==> config.mk <==
export PLATFORM = sky130hd
export DESIGN_NAME = uart_rx
export DESIGN_NICKNAME = d
export VERILOG_FILES = /design/src/rtl/uart_pkg.sv /design/src/rtl/sync_2ff.sv /design/src/rtl/uart_rx.sv
export SDC_FILE = /design/constraint.sdc
export NUM_CORES = 1
export LEC_CHECK = 0
export ABC_AREA = 0
export ABC_CLOCK_PERIOD_IN_PS = 4000
export BUFFER_PORTS_ARGS = -buffer_cell sky130_fd_sc_hd__buf_4
export CORE_MARGIN = 2
export CORE_UTILIZATION = 47
export CTS_BUF_LIST = sky130_fd_sc_hd__clkbuf_16
export DETAILED_ROUTE_END_ITERATION = 10
export GPL_ROUTABILITY_DRIVEN = 0
export HOLD_SLACK_MARGIN = 0.08
export SLEW_MARGIN = 10
export SYNTH_ARGS = -nofsm -noshare
export SYNTH_HDL_FRONTEND = slang
export SYNTH_SLANG_ARGS = --single-unit
==> constraint.sdc <==
create_clock -name clk -period 4 [get_ports clk]
set_clock_uncertainty 0.15 [all_clocks]
set_input_delay 0.6 -clock clk [delete_from_list [all_inputs] [get_ports clk]]
set_output_delay 0.6 -clock clk [all_outputs]
set_load 0.01 [all_outputs]
==> src/rtl/uart_pkg.sv <==
// uart_pkg: definitions shared by the LED-panel UART receiver and transmitter.
//   uart_state_e - line-side FSM state encoding (IDLE/START/DATA/STOP)
//   FRAME_BITS   - bits per 8N1 frame (start + 8 data + stop)
//   clk_div()    - clock cycles per bit for a given clock and baud rate
package uart_pkg;

  typedef enum logic [1:0] {
    IDLE  = 2'd0,
    START = 2'd1,
    DATA  = 2'd2,
    STOP  = 2'd3
  } uart_state_e;

  localparam int FRAME_BITS = 10;

  // Integer division is intentional: the residual baud error is absorbed
  // by sampling at the bit centre.
  function automatic int clk_div(input int freq, input int baud);
    return freq / baud;
  endfunction

endpackage

==> src/rtl/sync_2ff.sv <==
// sync_2ff: single-bit two-flop synchronizer for an asynchronous input.
//   clk   - destination clock
//   rst   - synchronous active-high reset; both flops load RESET_VAL
//   d     - asynchronous input
//   q     - synchronized output (two cycles of latency)
module sync_2ff #(
  parameter logic RESET_VAL = 1'b1
) (
  input  logic clk,
  input  logic rst,
  input  logic d,
  output logic q
);

  logic [1:0] stage_q;

  always_ff @(posedge clk) begin
    if (rst) begin
      stage_q <= {2{RESET_VAL}};
    end else begin
      stage_q <= {stage_q[0], d};
    end
  end

  assign q = stage_q[1];

endmodule

==> src/rtl/uart_rx.sv <==
// uart_rx: 8N1 serial receiver for the LED-panel host link.
//   clk       - system clock, rising edge
//   rst       - synchronous active-high reset
//   rx        - asynchronous serial input, idle high
//   data      - last correctly received byte, held until the next good byte
//   valid     - one-cycle pulse, data updated this cycle
//   frame_err - one-cycle pulse, stop bit sampled low (data unchanged)
//   busy      - high whenever the receiver is not idle
module uart_rx
  import uart_pkg::*;
#(
  parameter int CLK_FREQ  = 25000000,
  parameter int BAUD_RATE = 9600
) (
  input  logic       clk,
  input  logic       rst,
  input  logic       rx,
  output logic [7:0] data,
  output logic       valid,
  output logic       frame_err,
  output logic       busy
);

  localparam int CLK_DIV = clk_div(CLK_FREQ, BAUD_RATE);
  localparam int HALF    = CLK_DIV / 2;

  localparam logic [15:0] DIV_LAST  = 16'(CLK_DIV - 1);
  localparam logic [15:0] HALF_LAST = 16'(HALF - 1);

  // Below 4 the half-bit count collapses; above 65535 clk_cnt overflows.
  cfg_clk_div_legal : assert property (@(posedge clk)
    (CLK_DIV >= 4) && (CLK_DIV <= 65535));

  logic rx_s;
  logic rx_dly_q;

  uart_state_e state_q, state_d;
  logic [15:0] clk_cnt_q, clk_cnt_d;
  logic [2:0]  bit_idx_q, bit_idx_d;
  logic [7:0]  shift_q, shift_d;
  logic [7:0]  data_q, data_d;
  logic        valid_q, valid_d;
  logic        frame_err_q, frame_err_d;

  sync_2ff #(
    .RESET_VAL(1'b1)
  ) u_sync (
    .clk(clk),
    .rst(rst),
    .d  (rx),
    .q  (rx_s)
  );

  always_ff @(posedge clk) begin
    if (rst) begin
      rx_dly_q    <= 1'b1;
      state_q     <= IDLE;
      clk_cnt_q   <= '0;
      bit_idx_q   <= '0;
      shift_q     <= '0;
      data_q      <= '0;
      valid_q     <= 1'b0;
      frame_err_q <= 1'b0;
    end else begin
      rx_dly_q    <= rx_s;
      state_q     <= state_d;
      clk_cnt_q   <= clk_cnt_d;
      bit_idx_q   <= bit_idx_d;
      shift_q     <= shift_d;
      data_q      <= data_d;
      valid_q     <= valid_d;
      frame_err_q <= frame_err_d;
    end
  end

  always_comb begin
    state_d     = state_q;
    clk_cnt_d   = clk_cnt_q;
    bit_idx_d   = bit_idx_q;
    shift_d     = shift_q;
    data_d      = data_q;
    valid_d     = 1'b0;
    frame_err_d = 1'b0;

    unique case (state_q)
      IDLE: begin
        clk_cnt_d = '0;
        bit_idx_d = '0;
        // Only a high-to-low transition starts a frame, so a line held low
        // after a break cannot retrigger.
        if (rx_dly_q && !rx_s) begin
          state_d = START;
        end
      end

      START: begin
        if (clk_cnt_q == HALF_LAST) begin
          clk_cnt_d = '0;
          // A start bit that is high again at its centre was a glitch.
          if (!rx_s) begin
            state_d   = DATA;
            bit_idx_d = '0;
          end else begin
            state_d = IDLE;
          end
        end else begin
          clk_cnt_d = clk_cnt_q + 16'd1;
        end
      end

      DATA: begin
        if (clk_cnt_q == DIV_LAST) begin
          clk_cnt_d = '0;
          shift_d   = {rx_s, shift_q[7:1]};
          if (bit_idx_q == 3'd7) begin
            state_d = STOP;
          end else begin
            bit_idx_d = bit_idx_q + 3'd1;
          end
        end else begin
          clk_cnt_d = clk_cnt_q + 16'd1;
        end
      end

      STOP: begin
        if (clk_cnt_q == DIV_LAST) begin
          clk_cnt_d = '0;
          // Leaving at mid-stop-bit leaves half a bit of margin to catch
          // the next start edge of a back-to-back frame.
          state_d   = IDLE;
          if (rx_s) begin
            data_d  = shift_q;
            valid_d = 1'b1;
          end else begin
            frame_err_d = 1'b1;
          end
        end else begin
          clk_cnt_d = clk_cnt_q + 16'd1;
        end
      end

      default: begin
        state_d = IDLE;
      end
    endcase
  end

  assign data      = data_q;
  assign valid     = valid_q;
  assign frame_err = frame_err_q;
  assign busy      = (state_q != IDLE);

endmodule

==> flow_metrics.tcl, run 1 <==
set metrics [dict create \
    outcome "complete, no violations" \
    layout_cells_sized_above_1 0.189 \
    required_ns 4.01 \
    worstSetupEndpoint "clk_cnt_q[7]$_SDFF_PP0_" \
    synth_common_cells "42 x dfxtp_1, 37 x nor2_1, 18 x mux2i_1, 9 x nand2_1" \
    port-buffer-count 13 \
    tritoncts_clock_tree "done" \
    ioPinCount 14 \
    timing.final.max_slew_violations 0 \
    worst_slew_pin_slew_ns 0.482 \
    post_drt_wl_per_cell_um 12.3 \
    number_of_antenna_violations_at_the_first_check_in_global_routing 0 \
    yosysTopAreaCellShare 0.452 \
    largest_cells_by_area_after_synthesis "dfxtp_1 45%, mux2i_1 9.7%, nor2_1 7.5%, xnor2_1 3.3%, xor2_1 3.3%" \
    post_synth_inst_count 186 \
    critical_path.max_fanout 16 \
    ctsResizeCount 0 \
    totalNegativeSetupSlack_ns 0 \
    crit_cells 6 \
    cts.sinks 42 \
    cts-hold-fix-buffers 0 \
    worst_skew_pair.late_latency_ns 0.28 \
    placedInstanceArea_um2 1970 \
    post_dp_hpwl_mm 2.14 \
    final_period_minus_worst_setup_slack_ns 2.03 \
    worstSetupStartpoint "clk_cnt_q[0]$_SDFF_PP0_" \
    cap_violations 0 \
    synth.yosys.seq_area_share 0.452 \
    layout.area.seq_um2 841 \
    synthesis.yosys.warnings 0 \
    grt_use_total 0.155 \
    setup_viol 0 \
    max_stage_delay_ns 0.40 \
    grt_max_degree 29 \
    clkTransAtPathRegs_ns 0.06 \
    cts_setup_buffers 0 \
    antenna_cells_inserted 0 \
    cp_slowest_cell "dfxtp_1" \
    number_of_buffers_created_by_cts 5 \
    largest_delay_share_family_worst_path "simple AND/OR/NAND/NOR gates" \
    route.antenna.remaining_nets 0 \
    number_of_levels_the_h_tree_was_split_into 2 \
    hold_viol 0 \
    grt_pass1_vias 1185 \
    route.final.wire_length_mm 3.06 \
    synth_enable_flop_cells 0 \
    num_rows 22 \
    synth.distinct_cells 37 \
    design.final.nets 207 \
    drt_pass1_iterations 4 \
    crit_path_cell_trace "ha_1, and3_1, nand4_4, nand2_1, a21o_2, nor2_1" \
    die_y_um 66.9 \
    drc 0 \
    syn-num-nets 193 \
    chipWidth_um 66.9 \
    worstSetupPathType "reg -> reg" \
    first_pass_grt_wire_length_mm 5.20 \
    globalRouteOverflowTotal 0 \
    synth_area_per_cell_um2 10.0 \
    timing.critical_path.buf_inv 0 \
    regToRegEndpoint "clk_cnt_q[7]$_SDFF_PP0_" \
    fp.dieArea_um2 4480 \
    leakage_nw 0.788 \
    cts.root.buffer_cell "clkbuf_16" \
    setup.worst_path.start_class "flip-flop" \
    async_flop_share 0 \
    yosys_register_bits 42 \
    critical_path.endpoint_type "flip-flop" \
    synth-main-ff-cell "dfxtp_1" \
    final.fill_count 344 \
    cp.arrival_ns 2.04 \
    power_mw 0.828 \
    core-area_um2 3740 \
    dr_total_vias 1286 \
    syn2layout_area_growth_pct 13.7 \
    final.period_utilization 0.508 \
    regToRegStartpoint "clk_cnt_q[0]$_SDFF_PP0_" \
    floorplan.initialDensity 0.497 \
    route.detailed.vias_per_inst 5.16 \
    hold_path_class "reg -> reg" \
    cellPowerDensity_nw_per_um2 391 \
    final_core_util 0.565 \
    biggest_area_consumer_among_synthesized_cells "dfxtp_1" \
    grt_setup_unrepaired "no" \
    fin_area_um2 2120 \
    synth_most_common_cell "dfxtp_1" \
    vdd_ir_drop_max_mv 0.197 \
    worst-r2r-cell-count 6 \
    setup_slack_of_the_worst_register_to_register_path_ns 1.97 \
    achievable-frequency_mhz 492 \
    post_synthesis_instance_area_um2 1860 \
    multi_input_area_um2 956 \
    max_slew_margin 0.676 \
    cts.path.max_buffers 2 \
    drt-initial-drc-count 71 \
]
[worst min path at each step]
stage | start | endpoint | depth (start not counted) | slack [ns]
5_1_grt | u_sync.stage_q[0]$_SDFF_PP1_ | u_sync.stage_q[1]$_SDFF_PP1_ | 1 | 0.29
3_3_place_gp | u_sync.stage_q[0]$_SDFF_PP1_ | u_sync.stage_q[1]$_SDFF_PP1_ | 1 | 0.25
4_1_cts | u_sync.stage_q[0]$_SDFF_PP1_ | u_sync.stage_q[1]$_SDFF_PP1_ | 1 | 0.27
6_report | u_sync.stage_q[0]$_SDFF_PP1_ | u_sync.stage_q[1]$_SDFF_PP1_ | 1 | 0.26
2_1_floorplan | u_sync.stage_q[0]$_SDFF_PP1_ | u_sync.stage_q[1]$_SDFF_PP1_ | 1 | 0.24
3_5_place_dp | u_sync.stage_q[0]$_SDFF_PP1_ | u_sync.stage_q[1]$_SDFF_PP1_ | 1 | 0.25
[layout by cell type (no fill, tap or decap), types with 2 or more instances in the layout]
cell	n
a21oi_1	3
and2_1	2
and3_1	4
buf_4	13
clkbuf_16	5
dfxtp_1	42
ha_1	4
inv_1	4
mux2i_1	18
nand2_1	9
nand2b_1	2
nand3_1	7
nand4_1	5
nor2_1	37
nor2_8	2
nor3_1	4
nor4_1	3
or2_2	4
xnor2_1	7
xor2_1	7
[flip-flops by register name (all words and copies together) (netlist names), named ones only]
register,flops
bit_idx_q,3
clk_cnt_q,16
data,8
frame_err,1
rx_dly_q,1
shift_q,8
state_q,1
u_sync.stage_q,2
valid,1
[where the power goes]
part	switching, mW	internal (mW)
clock network	0.161	0.231
registers	0.00176	0.420
logic	0.00849	0.00585
total	0.171	0.657
[through the flow]
step	std cells	hold slack, ns	worst slack (ns)
final	249	0.263	1.97
after global routing	249	0.286	1.82
after global placement	241	0.250	2.04
after floorplan	186	0.239	2.12
after CTS	249	0.266	1.97
after detailed placement	241	0.249	1.98
[cell families after synthesis]
logic type | after synthesis | synth area share
buf+inv | 10 | 0.0343
compound gates | 9 | 0.0377
mux | 19 | 0.105
flops | 42 | 0.452
fa+ha+maj | 4 | 0.0269
xor+xnor | 14 | 0.0659
simple gates | 88 | 0.278
[metal layers]
layer	global-route usage	vias up	wire length [µm]
li1	-	663	-
met1	0.197	602	1510
met2	0.244	15	1390
met5	0	-	0
met3	0.0507	6	106
met4	0.0536	0	47
[final cells by class]
| class | instances | share of cell area |
|---|---|---|
| multi-input cells | 134 | 0.452 |
| flip-flops and latches | 42 | 0.397 |
| clock buffers | 5 | 0.0591 |
| repair buffers | 13 | 0.0461 |
| well taps | 48 | 0.0284 |
| clock inverters | 3 | 0.0101 |
| inverters | 4 | 0.00710 |
Note: power is estimated with default switching activity, not from simulation.
==> inputs of run 2 (changes only) <==
- ABC_CLOCK_PERIOD_IN_PS: 4000 -> 1800
- PLACE_DENSITY: not set -> 0.67
- clock period: 4 -> 1.8 ns (I/O delays scaled with it)
==> run 2 against run 1 <==
The run now ends with setup timing left. Hold slack got worse by 0.099 ns. Sequential power up 120%. Cell area rose by 10%. Register-to-register slack worse by 2.0 ns. Die area stayed put. Clock power is 130% higher. First-iteration DRC count down 41%. Critical path depth unchanged. Worst setup slack got worse by 2.0 ns. Clock-buffer cell count unchanged. Global-route usage rose by 2.0 points. Maximum frequency increased by 11%. Largest power group unchanged.
==> flow_metrics.tcl, run 2 (synthesis gave the netlist of run 1 again) <==
set metrics [dict create \
    outcome "complete, but fails checks" \
    failing_checks "setup timing" \
    num_rows 22 \
    number_of_antenna_violations_at_the_first_check_in_global_routing 0 \
    design.final.nets 225 \
    drt_pass1_iterations 4 \
    tritoncts_clock_tree "done" \
    placedCellCount 256 \
    number_of_levels_the_h_tree_was_split_into 2 \
    route.met3.wl_um 95 \
    max_slew_margin 0.667 \
    detail_route.wirelength.met1_mm 1.41 \
    syn2layout_area_growth_pct 25.4 \
    achievable-frequency_mhz 548 \
    drc 0 \
    setup.worst_path.start_class "flip-flop" \
    fp.dieArea_um2 4480 \
    final.period_utilization 1.01 \
    globalRouteOverflowTotal 0 \
    cap_violations 0 \
    grt_use_total 0.174 \
    clkTransAtPathRegs_ns 0.06 \
    first_pass_grt_wire_length_mm 5.75 \
    hold_viol 0 \
    setup_slack_of_the_worst_register_to_register_path_ns -0.02 \
    critical_path.endpoint_type "flip-flop" \
    route.antenna.remaining_nets 0 \
    critical_path.max_fanout 3 \
    grt_max_degree 29 \
    totalNegativeSetupSlack_ns -0.0234 \
    cts.path.max_buffers 2 \
    largest_register_ffs 16 \
    register_with_the_highest_flop_count "clk_cnt_q" \
    layout_cells_sized_above_1 0.292 \
    post-route-worst-setup-slack_ns -0.0234 \
    worst_skew_pair.late_latency_ns 0.28 \
    port-buffer-count 13 \
    vdd_ir_drop_max_mv 0.426 \
    cts.root.buffer_cell "clkbuf_16" \
    dr_wl_met2_mm 1.63 \
    routed.top_layer "met4" \
    core-area_um2 3740 \
    required_ns 1.82 \
    setup_viol 1 \
    chipWidth_um 66.9 \
    final_cell_mix "37 x nor2_1, 36 x dfxtp_1, 26 x buf_4" \
    number_of_buffers_created_by_cts 5 \
    grt_pass1_vias 1307 \
    layout.cells.most_common "nor2_1" \
    worst_slew_pin_slew_ns 0.495 \
    grt_setup_unrepaired "yes" \
    worst_setup_slack_after_placement_ns -0.0296 \
    post_drt_wl_per_cell_um 12.0 \
    dr_total_vias 1343 \
    die_y_um 66.9 \
    cts.sinks 42 \
    ioPinCount 14 \
    route.final.wire_length_mm 3.21 \
    worstSetupPathType "reg -> reg" \
    fin_cells 267 \
    cellPowerDensity_nw_per_um2 799 \
    timing.final.max_slew_violations 0 \
    cp.arrival_ns 1.85 \
    leakage_nw 0.879 \
    route.detailed.vias_per_inst 5.03 \
    floorplan.initialDensity 0.497 \
    final.fill_count 318 \
    drt-initial-drc-count 42 \
    antenna_cells_inserted 0 \
    final_period_minus_worst_setup_slack_ns 1.82 \
    hold_path_class "in -> reg" \
    post_dp_hpwl_mm 2.38 \
]
-- run 2: cell count changes in the layout (fill, tap and decap cells not counted), sizes merged --
cell	previous run	this run
dlygate4sd3	0	1
clkinvlp	1	2
inv	4	5
clkinv	2	0
buf	13	30
-- run 2: cell type report --
type,count,area (µm²),share of cell area
clock buffers,5,125,0.0536
multi-input cells,134,992,0.425
repair buffers,31,268,0.115
well taps,48,60.1,0.0258
inverters,4,15.0,0.00644
flip-flops and latches,42,848,0.364
clock inverters,3,23.8,0.0102
-- run 2: path summary, 6_finish.rpt --
check	start	end	cells after the start
worst max-delay path	clk_cnt_q[8]$_SDFF_PP0_	bit_idx_q[0]$_SDFFE_PP0P_	6
worst min-delay path	rst	shift_q[5]$_SDFFE_PP0P_	2
worst max register to register	clk_cnt_q[8]$_SDFF_PP0_	bit_idx_q[0]$_SDFFE_PP0P_	6
worst min register to register	u_sync.stage_q[0]$_SDFF_PP1_	u_sync.stage_q[1]$_SDFF_PP1_	1
-- run 2: through the flow --
stage / utilization / total power, mW / area [µm²] / hold slack (ns)
2_1_floorplan: - / 0.984 / 1890 / 0.224
3_3_place_gp: 0.571 / 0.994 / 2140 / 0.244
3_5_place_dp: 0.571 / 0.994 / 2140 / 0.243
4_1_cts: 0.616 / 1.88 / 2310 / 0.164
5_1_grt: 0.623 / 1.93 / 2330 / 0.183
6_report: 0.623 / 1.86 / 2330 / 0.164
-- run 2: power by group --
group	switching, mW	internal, mW	total [mW]
Clock	0.369	0.518	0.887
Combinational	0.0199	0.0192	0.0391
Sequential	0.00379	0.933	0.937
Total	0.393	1.47	1.86
-- run 2: repair_timing --
item | CTS | global route
setup endpoints to repair | 11 | 35
hold endpoints to repair | 1 | 0
hold buffers | 1 | 0
setup buffers | 1 | 1
resized for setup | 1 | 5
pin swaps | 7 | 16
-- run 2: layer usage --
layer	vias to the layer above	track usage
met5	-	0
met4	0	0.0842
met3	5	0.0507
met2	14	0.298
met1	627	0.197
li1	697	-
-- run 2: critical path, cell delays in order, from the launching register on --
cell     delay (ns)
dfxtp_2        0.34
nor4b_4        0.35
nand4_4        0.17
buf_6          0.16
nor3_4         0.15
o21ai_2        0.09
mux2_4         0.30
==> inputs of run 3 (changes only) <==
- CORE_ASPECT_RATIO: not set -> 0.7
==> run 3 against run 2 <==
The flow still finishes with violations (setup timing). Sequential cell count did not move. Power decreased by 1.4%. Sequential share of layout area increased by 0.37 points. Critical endpoint is now data[1]$_SDFFE_PP0P_.
==> flow_metrics.tcl, run 3 (synthesis gave the netlist of run 1 again) <==
set metrics [dict create \
    share_seq_of_total_power 0.511 \
    hold_path_class "in -> reg" \
    number_of_buffers_created_by_cts 5 \
    post-route-worst-setup-slack_ns -0.0431 \
    port-buffer-count 13 \
    number_of_antenna_violations_at_the_first_check_in_global_routing 0 \
    final_cell_mix "37 x nor2_1, 36 x dfxtp_1, 28 x buf_4" \
    power.share.switching 0.207 \
    worst_slew_pin_slew_ns 0.358 \
    timing.final.max_slew_violations 0 \
    use_met1 0.243 \
    worst_skew_pair.late_latency_ns 0.28 \
    syn2layout_area_growth_pct 24.1 \
    power_report.internal_total_mw 1.46 \
    critical_path.endpoint_type "flip-flop" \
    achievable-frequency_mhz 543 \
    layout.cells.most_common "nor2_1" \
    switching_power_mw 0.380 \
    fp.dieArea_um2 4490 \
    number_of_levels_the_h_tree_was_split_into 2 \
    failing_checks "setup timing" \
    final_period_minus_worst_setup_slack_ns 1.84 \
    clockPowerShare 0.468 \
    drt-initial-drc-count 72 \
    setup_viol 6 \
    hold_depth 2 \
    final.fill_count 330 \
    dr_total_vias 1379 \
    route.detailed.vias_per_inst 5.11 \
    chipWidth_um 79.2 \
    grt_setup_unrepaired "yes" \
    crit_path_cell_trace "nor4_4, nand4_4, buf_12, nor2_8, mux2i_2, nor2_1" \
    critical_path.max_fanout 8 \
    hold_viol 0 \
    core-area_um2 3850 \
    route.antenna.remaining_nets 0 \
    final_core_util 0.599 \
    cp_slowest_cell "nor4_4" \
    worst-r2r-cell-count 6 \
    tritoncts_clock_tree "done" \
    globalRouteOverflowTotal 0 \
    vdd_ir_drop_max_mv 0.689 \
    clkTransAtPathRegs_ns 0.06 \
    fin_cells 270 \
    grt_pass1_vias 1365 \
    antenna_cells_inserted 0 \
    setup.worst_path.start_class "flip-flop" \
    cellPowerDensity_nw_per_um2 796 \
    worstSetupStartpoint "clk_cnt_q[13]$_SDFF_PP0_" \
    holdCritStartpoint "rst" \
    final.period_utilization 1.02 \
    worstSetupPathType "reg -> reg" \
    design.final.nets 224 \
    max_stage_delay_ns 0.36 \
    num_rows 19 \
    grt.met2_usage 0.274 \
    largest_register_ffs 16 \
    grtUsageMet3 0.0434 \
    grt_max_degree 29 \
    ioPinCount 14 \
    post_dp_hpwl_mm 2.70 \
    regToRegStartpoint "clk_cnt_q[13]$_SDFF_PP0_" \
    route.final.wire_length_mm 3.70 \
    layout_cells_sized_above_1 0.289 \
    die_y_um 56.6 \
    outcome "complete, but fails checks" \
    drt_pass1_iterations 4 \
    register_with_the_highest_flop_count "clk_cnt_q" \
    post_drt_wl_per_cell_um 13.7 \
    cts.root.buffer_cell "clkbuf_16" \
    cp.arrival_ns 1.86 \
    max_slew_margin 0.759 \
    grt_most_used_layer "met2" \
    grt_use_total 0.175 \
    floorplan.initialDensity 0.483 \
    drc 0 \
    first_pass_grt_wire_length_mm 6.09 \
    cts.sinks 42 \
    totalNegativeSetupSlack_ns -0.119 \
    p_comb_frac 0.021 \
    leakage_nw 0.869 \
    placedCellCount 260 \
    cts.path.max_buffers 2 \
    required_ns 1.82 \
    cap_violations 0 \
]
## run 3: area by class of cell
| cell class | instances | area (µm²) | share of cell area |
|---|---|---|---|
| multi-input combinational | 134 | 998 | 0.433 |
| sequential | 42 | 848 | 0.367 |
| timing repair buffer | 30 | 240 | 0.104 |
| clock buffer | 5 | 125 | 0.0542 |
| tap | 52 | 65.1 | 0.0282 |
| clock inverter | 3 | 16.3 | 0.00705 |
| inverter | 4 | 15.0 | 0.00650 |
## run 3: critical path: cells and delay by family (launching register included)
family | cells | cell delay [ns]
simple gates | 4 | 0.80
flops | 1 | 0.33
mux | 1 | 0.26
buf+inv | 1 | 0.18
## run 3: path summary, 6_finish.rpt
| kind | endpoint | slack [ns] |
|---|---|---|
| worst max-delay path | data[1]$_SDFFE_PP0P_ | -0.04 |
| worst min-delay path | data[5]$_SDFFE_PP0P_ | 0.18 |
| worst max register to register | data[1]$_SDFFE_PP0P_ | -0.04 |
| worst min register to register | u_sync.stage_q[1]$_SDFF_PP1_ | 0.28 |
## run 3: metal layers
metal,share of wire,routed length [µm],up-vias
li1,-,-,696
met1,0.50,1860,652
met2,0.45,1660,28
met3,0.039,143,3
met4,0.0081,30,0
met5,0,0,-
## run 3: what timing repair did
action | CTS | global route
setup endpoints to repair | 33 | 21
pin swaps | 9 | 6
gates resized for setup | 3 | 2
setup buffers | 1 | 0
hold buffers | 1 | 0
hold endpoints to repair | 1 | 0
## run 3: stage by stage
step	setup slack (ns)	hold WS [ns]	power, mW	cell area (µm²)
finish	-0.0431	0.182	1.84	2310
global route	-0.143	0.187	1.90	2310
CTS	-0.0505	0.176	1.85	2300
detailed placement	-0.0878	0.271	0.995	2130
global placement	0.00243	0.245	0.993	2130
floorplan	0.00433	0.224	0.984	1890
## run 3: power groups by stage
stage | Sequential [mW] | Combinational [mW] | Clock, mW
2_1_floorplan | 0.957 | 0.0272 | 0
3_3_place_gp | 0.958 | 0.0345 | 0
3_5_place_dp | 0.958 | 0.0363 | 0
4_1_cts | 0.938 | 0.0387 | 0.874
5_1_grt | 0.938 | 0.0417 | 0.916
6_report | 0.938 | 0.0387 | 0.860
